[src/rtl/alu_mult_ctrl.sv]
// Purpose : signed 32x32 multiply sequencer that borrows the shared single-cycle ALU for radix-2 Booth steps.
// Latency : ctrl_MULT at edge N -> busy in N+1..N+32, data_resultRDY pulse in N+33 (N+1 for a zero operand with MULT_EARLY_TERM_EN).
// Backpressure: none; ctrl_MULT is accepted in any state and aborts/restarts an in-flight multiply.
//
// Ports:
//   clock, reset                       rising-edge clock, synchronous active-high reset
//   ctrl_MULT, data_operandA/B         start pulse and two's-complement operands (sampled on the start edge)
//   alu_operandA/B, alu_opcode,        drive the shared ALU add/sub port while busy is high
//   alu_shiftamt
//   alu_result, alu_overflow           combinational ALU response consumed in the same cycle
//   data_result, data_exception        registered low product word / does-not-fit-in-32-bits flag
//   data_resultRDY, busy               one-cycle completion pulse / RUN-state indicator
//
// Optional feature: define MULT_EARLY_TERM_EN to finish immediately when either operand is zero.

module alu_mult_ctrl #(
    parameter int ITER = 32
) (
    input  logic        clock,
    input  logic        reset,
    input  logic        ctrl_MULT,
    input  logic [31:0] data_operandA,
    input  logic [31:0] data_operandB,
    output logic [31:0] alu_operandA,
    output logic [31:0] alu_operandB,
    output logic [4:0]  alu_opcode,
    output logic [4:0]  alu_shiftamt,
    input  logic [31:0] alu_result,
    input  logic        alu_overflow,
    output logic [31:0] data_result,
    output logic        data_exception,
    output logic        data_resultRDY,
    output logic        busy
);

    localparam logic [4:0] OP_ADD   = 5'b00000;
    localparam logic [4:0] OP_SUB   = 5'b00001;
    localparam logic [4:0] CNT_LAST = 5'(ITER - 1);

    typedef enum logic [1:0] {
        S_IDLE = 2'd0,
        S_RUN  = 2'd1,
        S_DONE = 2'd2
    } state_t;

    state_t      r_state;
    state_t      w_state_nxt;

    logic [31:0] r_m;
    logic [31:0] r_p_hi;
    logic [31:0] r_p_lo;
    logic        r_q;
    logic [4:0]  r_cnt;
    logic [31:0] r_result;
    logic        r_exception;

    logic        w_early;
    logic        w_last;
    logic [32:0] w_sum;
    logic [31:0] w_p_hi_nxt;
    logic [31:0] w_p_lo_nxt;

`ifdef MULT_EARLY_TERM_EN
    assign w_early = (data_operandA == 32'd0) || (data_operandB == 32'd0);
`else
    assign w_early = 1'b0;
`endif

    assign w_last = (r_cnt == CNT_LAST);

    // The ALU only returns 32 bits; recover the true 33-bit sum by flipping
    // the result sign whenever the ALU flagged signed overflow.
    assign w_sum      = {alu_result[31] ^ alu_overflow, alu_result};

    // {S, P_lo, q} arithmetic-shifted right by one, kept to 65 bits.
    assign w_p_hi_nxt = w_sum[32:1];
    assign w_p_lo_nxt = {w_sum[0], r_p_lo[31:1]};

    // ---------------- FSM: state register ----------------
    always_ff @(posedge clock) begin
        if (reset) begin
            r_state <= S_IDLE;
        end else begin
            r_state <= w_state_nxt;
        end
    end

    // ---------------- FSM: next state ----------------
    always_comb begin
        w_state_nxt = r_state;
        if (ctrl_MULT) begin
            // A start always wins, even mid-RUN or in DONE.
            w_state_nxt = w_early ? S_DONE : S_RUN;
        end else begin
            case (r_state)
                S_IDLE:  w_state_nxt = S_IDLE;
                S_RUN:   w_state_nxt = w_last ? S_DONE : S_RUN;
                S_DONE:  w_state_nxt = S_IDLE;
                default: w_state_nxt = S_IDLE;
            endcase
        end
    end

    // ---------------- FSM: outputs ----------------
    always_comb begin
        alu_operandA   = 32'd0;
        alu_operandB   = 32'd0;
        alu_opcode     = OP_ADD;
        busy           = 1'b0;
        data_resultRDY = 1'b0;
        case (r_state)
            S_RUN: begin
                busy         = 1'b1;
                alu_operandA = r_p_hi;
                // Booth recoding of the current multiplier bit pair.
                case ({r_p_lo[0], r_q})
                    2'b01: begin
                        alu_opcode   = OP_ADD;
                        alu_operandB = r_m;
                    end
                    2'b10: begin
                        alu_opcode   = OP_SUB;
                        alu_operandB = r_m;
                    end
                    default: begin
                        alu_opcode   = OP_ADD;
                        alu_operandB = 32'd0;
                    end
                endcase
            end
            S_DONE: begin
                data_resultRDY = 1'b1;
            end
            default: begin
                busy = 1'b0;
            end
        endcase
    end

    assign alu_shiftamt   = 5'd0;
    assign data_result    = r_result;
    assign data_exception = r_exception;

    // ---------------- datapath registers ----------------
    always_ff @(posedge clock) begin
        if (reset) begin
            r_m         <= 32'd0;
            r_p_hi      <= 32'd0;
            r_p_lo      <= 32'd0;
            r_q         <= 1'b0;
            r_cnt       <= 5'd0;
            r_result    <= 32'd0;
            r_exception <= 1'b0;
        end else if (ctrl_MULT) begin
            r_m    <= data_operandA;
            r_p_hi <= 32'd0;
            r_p_lo <= w_early ? 32'd0 : data_operandB;
            r_q    <= 1'b0;
            r_cnt  <= 5'd0;
            if (w_early) begin
                r_result    <= 32'd0;
                r_exception <= 1'b0;
            end
        end else if (r_state == S_RUN) begin
            r_p_hi <= w_p_hi_nxt;
            r_p_lo <= w_p_lo_nxt;
            r_q    <= r_p_lo[0];
            r_cnt  <= r_cnt + 5'd1;
            // Capture the product on the final step so it is already
            // visible during the DONE cycle and holds afterwards.
            if (w_last) begin
                r_result    <= w_p_lo_nxt;
                r_exception <= (w_p_hi_nxt != {32{w_p_lo_nxt[31]}});
            end
        end
    end

endmodule

[config.mk]
export PLATFORM = sky130hd
export DESIGN_NAME = alu_mult_ctrl
export DESIGN_NICKNAME = d
export VERILOG_FILES = /design/src/rtl/alu_mult_ctrl.sv
export SDC_FILE = /design/constraint.sdc
export NUM_CORES = 1
export LEC_CHECK = 0
export BUFFER_PORTS_ARGS = -buffer_cell sky130_fd_sc_hd__buf_2
export CORE_MARGIN = 3
export CORE_UTILIZATION = 54
export DETAILED_ROUTE_END_ITERATION = 6
export HOLD_SLACK_MARGIN = 0.1
export PLACE_DENSITY = 0.95
export RECOVER_POWER = 100
export REMOVE_ABC_BUFFERS = 1
export SLEW_MARGIN = 10
export SYNTH_ARGS = -nofsm -noshare
export SYNTH_HDL_FRONTEND = slang
export SYNTH_SLANG_ARGS = --single-unit
[constraint.sdc]
create_clock -name clock -period 3.23 [get_ports clock]
set_input_delay 0.646 -clock clock [delete_from_list [all_inputs] [get_ports clock]]
set_output_delay 0.646 -clock clock [all_outputs]
set_load 0.02 [all_outputs]
Word-level counts from Yosys, hierarchy flattened
Cells that the tools add are included.
{ "classes": {"n_bitwise": 3, "n_mux": 12, "eq_ne": 6, "n_reduce_logical": 5, "addsub": 1} }
{ "op_table": {"columns": ["op", "n"], "rows": [
  ["$mux 32", 5],
  ["$ne 32x32->1", 1],
  ["$mux 1", 6],
  ["$add 5x1->5 const B", 1],
  ["$eq 5x5->1 const B", 1],
  ["$eq 2x1->1 const B", 2],
  ["$eq 2x2->1 const B", 2],
  ["$reduce_or 2->1", 2],
  ["$reduce_and 3->1", 1],
  ["$reduce_or 3->1", 1],
  ["$mux 2", 1],
  ["$not 1->1", 2],
  ["$reduce_bool 2->1", 1],
  ["$xor 1x1->1", 1]
]} }
{ "word_totals": {"reg_bits": 137, "out_inout_bits": 109, "input_bits": 100} }

Longest topological paths before layout
Gate-level depths: netlist (run 1).
{ "logic_depth": {"ltp_word": 4, "ltp_mapped": 7, "depth_no_buf": 6} }

Worst setup path after synthesis (run 1)
No wires, ideal clock.
{ "synth_timing": {"kind": "flip-flop to output port", "startpoint": "reg r_state[1]", "endpoint": "out alu_operandA[20]", "required_time_ns": 2.584, "path_stages_with_launch": 6, "t_arrival_ns": 1.277, "setup_slack_ns": 1.307, "cell_sequence": "dfxtp_1 -> nand2b_1 -> buf_4 -> inv_2 -> clkbuf_1 -> and2_1"} }
{ "synth_between": {"elab_chain_len": 2} }
{ "synth_rtl": {"columns": ["item", "line_no", "text"], "rows": [
  ["start: declaration", "46", "state_t r_state;"],
  ["start signal: assignment", "84", "r_state <= w_state_nxt;"],
  ["$eq 2x1->1", "111", "case (r_state)"],
  ["$mux 32", "111", null],
  ["end: declaration", "24", "output logic [31:0] alu_operandA,"]
]} }
Every way passes these cells.

Final worst setup path (run 1)
{ "layout_timing": {"startpoint": "reg r_state[1]", "endpoint": "out alu_opcode[0]"} }
{ "layout_between": {"elab_chain_len": 2} }
{ "layout_rtl": {"columns": ["item", "line_no", "text"], "rows": [
  ["$eq 2x1->1", "111", null],
  ["$mux 1", "111", null],
  ["end: declaration", "26", "output logic [4:0] alu_opcode,"]
]} }
Every way passes these cells.

==> results of run 1 <==
## worst min path at each step
| stage | cells after the start | end | from | slack (ns) |
|---|---|---|---|---|
| after floorplan | 2 | r_p_hi[0] | r_p_hi[0] | 0.43 |
| after global placement | 2 | r_p_hi[3] | r_p_hi[3] | 0.44 |
| after detailed placement | 2 | r_p_hi[6] | r_p_hi[6] | 0.44 |
| after CTS | 3 | r_m[8] | data_operandA[8] | 0.35 |
| after global routing | 3 | r_p_lo[17] | data_operandB[17] | 0.37 |
| final | 3 | r_m[26] | data_operandA[26] | 0.37 |
## power breakdown
part,total [uW],switching (uW),internal (uW)
registers,1790,37.3,1750
logic,338,205,133
clock network,1900,828,1070
total,4020,1070,2950
## layer usage
metal	vias up	track usage (%)	routed length, um
li1	2757	-	-
met1	2506	28.5	6140
met2	189	41.2	7310
met3	16	6.74	1050
met4	0	7.14	212
met5	-	0	0
## final cells by class
class	count	area [sq um]	share of cell area, %
Clock inverter	15	173	2.35
Tap cell	136	170	2.32
Multi-Input combinational cell	552	2850	38.7
Clock buffer	17	414	5.64
Sequential cell	137	2740	37.3
Timing Repair Buffer	209	987	13.4
Inverter	3	11.3	0.153
## per-stage QoR
stage               hold slack, ns  instances  utilization (%)
floorplan                    0.432        692                -
global placement             0.437       1037             65.5
detailed placement           0.442       1037             65.5
CTS                          0.355       1069             71.2
global route                 0.366       1069             70.2
finish                       0.371       1069             70.2
## cell families (layout without fill, tap and decap cells)
logic type / Yosys count / after routing / synth area share [%]
compound gates: 136 / 136 / 13.3
xor+xnor: 4 / 4 / 0.595
fa+ha+maj: 3 / 3 / 0.638
flops: 137 / 137 / 46.6
buf+inv: 67 / 244 / 5.63
other cells: 1 / 9 / 0.0637
simple gates: 368 / 368 / 27.7
mux: 32 / 32 / 5.44
## critical path: stages, from the launching register on
cell and delay, ns:
dfxtp_1 0.31, nand2b_2 0.17, buf_4 0.23, inv_1 0.13
buf_12 0.36, and2_1 0.19, clkbuf_1 0.26
## state kept, by name, summed over array words and instances, names as in the netlist
name            count
r_p_hi             32
data_exception      1
r_p_lo             32
r_state             2
data_result        32
r_m                32
r_cnt               5
r_q                 1
## cell usage in the layout, fill, tap and decap left out, types with 4 or more instances in the layout
cell / instances
nor2_1: 43
inv_6: 4
clkbuf_1: 73
and2_1: 37
dfxtp_1: 137
buf_2: 126
inv_8: 6
buf_4: 7
clkbuf_16: 16
a21oi_1: 98
conb_1: 9
nand2_1: 232
mux2i_1: 32
nor4_1: 5
a21o_1: 32
and2_0: 28
nand4_1: 7
## synthesized netlist by cell type
| cell type | count | area share (%) |
|---|---|---|
| a211oi_1 | 1 | 0.13 |
| a21o_1 | 32 | 4.1 |
| a21oi_1 | 98 | 8.3 |
| a41oi_2 | 1 | 0.28 |
| and2_1 | 65 | 6.9 |
| and3_1 | 2 | 0.21 |
| buf_1 | 2 | 0.13 |
| buf_2 | 19 | 1.6 |
| buf_4 | 15 | 1.9 |
| clkbuf_1 | 28 | 1.8 |
| conb_1 | 1 | 0.064 |
| dfxtp_1 | 137 | 47 |
| ha_1 | 3 | 0.64 |
| inv_1 | 2 | 0.13 |
| inv_2 | 1 | 0.064 |
| mux2i_1 | 32 | 5.4 |
| nand2_1 | 232 | 15 |
| nand2b_1 | 1 | 0.11 |
| nand3_1 | 3 | 0.25 |
| nand3b_1 | 1 | 0.13 |
| nand4_1 | 7 | 0.74 |
| nor2_1 | 43 | 2.7 |
| nor2b_1 | 1 | 0.11 |
| nor3_1 | 3 | 0.25 |
| nor3b_4 | 1 | 0.32 |
| nor4_1 | 5 | 0.53 |
| nor4_2 | 1 | 0.21 |
| o21ai_0 | 1 | 0.085 |
| o21bai_1 | 1 | 0.13 |
| o22a_2 | 1 | 0.17 |
| o31ai_1 | 1 | 0.13 |
| or2_2 | 1 | 0.11 |
| or3_1 | 1 | 0.11 |
| or4_4 | 1 | 0.19 |
| xnor2_1 | 2 | 0.30 |
| xor2_1 | 2 | 0.30 |
==> results.txt, run 1 <==
CTS Sinks: 137
Initial Util: 56.3%
Largest net degree at the start of global routing: 107
Nets@finish: 1023
DR iter-0 viols: 487
Pwr Density: 548 nW/um^2
GP Congestion: 0.845
Ports: 209
Fill cells: 864
Failing checks: max-capacitance violations, max-slew violations
Post-CTS sizing: 0
Slew Viols, Final: 76
CORE AREA: 10500 sq um
Mean area per synthesized cell: 7.87 sq um
Startpoint types: flop
Post-synthesis cell type count: 36
Total track usage: 23.8%
Overall power: 4020 uW
Register area share after synthesis: 46.6%
CTS clk-pin slew, worst paths: 0.07 ns
Post-CTS setup buffer count: 0
Unrepaired setup endpoints after global routing: false
Reg2reg end: data_result[14]
Final wirelength: 14.7 mm
Worst vdd ir: 0.323 mV
Deepest clock path buffer count: 2
Beginning of the critical path: r_state[1]
Worst EP arrival: 2.17 ns
DP HPWL: 10.2 mm
Reg2reg setup slack: 0.68 ns
Status: finished with violations
Register bit count reported by yosys: 137
Max Clock Freq: 355 MHz
Design Area, Final: 7340 sq um
Leak: 0.00307 uW
CTS root buf: clkbuf_8
Placed Area: 6860 sq um
Die footprint: 12200 sq um
CP endpoint: alu_opcode[0]
Worst-path fanout max: 106
Share of cells above drive strength 1: 18.6%
Synthesized cell area: 5890 sq um
Post-Place Setup Slack: 0.855 ns
HP Class: input port to flop
CTS buffer count: 17
R2R depth: 8
Vias in the first global route: 5293
Die W: 110 um
Final setup viols: 0
Worst setup EP type: output port
Area grow syn2layout: 24.7%
Antenna Nets Post-Route: 0
Diodes inserted: 0
Drt pass-1 iters: 5
Gate Count Post-Synth: 748
Drt wl/cell: 13.8 um
FF-to-FF Start: r_state[1]
Row count: 37
Total grt overflow: 0
Via count: 5468
H-Tree Depth: 4
Final Cycle Share: 87.3%
CTS tree: done
Tmin final: 2.82 ns
Final Skew: 0.0178 ns
Fin. Hold Viols: 0
Clk_lat worst skew: 0.51 ns
CTS Hold Bufs: 0
Die Ht: 110 um
Final TNS setup: 0 ns
Worst slew pin tran: 2.21 ns
Detailed-route DRC error count: 0
Crit path kind: flop to output port
Synthesis warning total: 0
First-pass GRT wire length: 24.5 mm
Drt via density: 5.12
# port buffers: 199
CP Data Required Time: 2.58 ns
Antenna violations before repair: 0
Max-slew headroom: -47.5%
Max_cap viols: 2
PnR worst setup slack: 0.409 ns
No activity file was read; power rests on OpenSTA's default activity.
==> inputs of run 2 (changes only) <==
==> constraint.sdc (replaced) <==
create_clock -name clock -period 3.23 [get_ports clock]
set_input_delay 0.646 -clock clock [delete_from_list [all_inputs] [get_ports clock]]
set_output_delay 0.646 -clock clock [all_outputs]
set_load 0.01 [all_outputs]
==> run 2 against run 1 <==
Against the previous run:
- the flow still finishes with violations (max-capacitance violations, max-slew violations)
- power shrank 4.4%
- global-route usage decreased by 0.12 points
- fmax increased by 0.31%
- count of clock-buffer cells in the layout rose by 2
- register-to-register slack got worse by 0.12 ns
- clock skew is 0.0067 ns lower
- die area did not move
- design area down 1.0%
- non-clock buffer count is 1 lower
- worst setup slack improved by 0.0088 ns
- critical endpoint is now alu_operandA[23]
==> results.txt, run 2 (synthesis results as in run 1) <==
Status: finished with violations
Failing checks: max-capacitance violations, max-slew violations
Largest net degree at the start of global routing: 63
CORE AREA: 10500 sq um
Max Used Layer: met4
Placed insts: 1036
Vias in the first global route: 5380
Die Ht: 110 um
Final Cycle Share: 87.1%
Fin util: 69.5%
Ports: 209
Worst vdd ir: 0.440 mV
Final setup viols: 0
Detailed-route DRC error count: 0
Clk_lat worst skew: 0.50 ns
Slew Viols, Final: 78
CTS buffer count: 17
CP Data Required Time: 2.58 ns
CTS tree: done
Area grow syn2layout: 23.5%
Share of cells above drive strength 1: 17.8%
Worst-path fanout max: 55
Max-slew headroom: -59.4%
Worst setup EP type: output port
Drt wl/cell: 13.7 um
Max_cap viols: 2
Post-CTS sizing: 0
DP HPWL: 10.1 mm
Max Clock Freq: 356 MHz
Final wirelength: 14.6 mm
Leak: 0.00300 uW
HP Class: input port to flop
Die footprint: 12200 sq um
Met3 WL: 1.12 mm
Drt pass-1 iters: 5
H-Tree Depth: 4
Post-CTS setup buffer count: 0
CTS Sinks: 137
Most common cell after layout, fill and taps aside: nand2_1
DR iter-0 viols: 366
Row count: 37
Diodes inserted: 0
Tmin final: 2.81 ns
# port buffers: 199
Drt via density: 5.12
First-pass GRT wire length: 24.3 mm
CTS clk-pin slew, worst paths: 0.06 ns
GP Congestion: 0.857
Total grt overflow: 0
Met1 wire length: 6.02 mm
Worst slew pin tran: 2.39 ns
Initial Util: 56.3%
Die W: 110 um
CTS root buf: clkbuf_8
Post-route insts no fill: 1068
CTS Hold Bufs: 0
Pwr Density: 529 nW/um^2
Antenna Nets Post-Route: 0
Nets@finish: 1022
Unrepaired setup endpoints after global routing: false
Startpoint types: flop
Commonest cells after routing, fill and taps aside: 232 x nand2_1, 137 x dfxtp_1, 119 x buf_2
Fin. Hold Viols: 0
Crit path kind: flop to output port
Deepest clock path buffer count: 2
Met2 routed WL: 7.21 mm
Antenna violations before repair: 0
Final Skew: 0.0111 ns
Worst EP arrival: 2.17 ns
Total track usage: 23.6%
Via count: 5469
-- run 2: cell count changes in the layout (fill, tap and decap cells not counted), sizes merged --
cell,before,now
buf,134,126
bufinv,1,0
clkbuf,92,101
clkinvlp,2,5
inv,13,9
-- run 2: path summary, 6_finish.rpt --
check | from | endpoint | slack (ns) | cells after the start
worst max-delay path | r_state[1] | alu_operandA[23] | 0.42 | 5
worst min-delay path | data_operandA[12] | r_m[12] | 0.38 | 3
worst max register to register | r_state[1] | data_result[13] | 0.56 | 6
worst min register to register | r_p_hi[26] | r_p_hi[26] | 0.45 | 2
-- run 2: layer usage --
metal / GRT usage [%] / vias up
li1: - / 2758
met1: 28.6 / 2482
met3: 7.01 / 22
met2: 40.5 / 207
met4: 7.39 / 0
met5: 0 / -
-- run 2: area by class of cell --
cell class	instances	area (sq um)
sequential	137	2740
clock inverter	13	110
timing repair buffer	208	960
fill	909	3190
tap	136	170
inverter	3	11.3
multi-input combinational	552	2840
clock buffer	19	432
-- run 2: critical path: stages (launching register included) --
cell and delay (ns):
dfxtp_1 0.30, nand2b_1 0.39, inv_2 0.16, buf_4 0.43
and2_1 0.20, clkbuf_1 0.16
-- run 2: report_power, final --
part           total (uW)  leakage (uW)  switching (uW)  internal (uW)
combinational         320       0.00163             191            130
sequential           1790       0.00112            37.0           1750
clock                1740      0.000250             754            983
total                3850       0.00300             982           2860
-- run 2: through the flow --
stage          hold WS [ns]  cell area (sq um)  setup TNS [ns]  total power (uW)  worst slack [ns]
2_1_floorplan         0.432               5600          -33.09              1970            -0.660
3_3_place_gp          0.437               6840               0              2130              1.14
3_5_place_dp          0.442               6840               0              2140              1.10
4_1_cts               0.354               7380               0              3880             0.555
5_1_grt               0.361               7270               0              4000             0.216
6_report              0.380               7270               0              3850             0.418
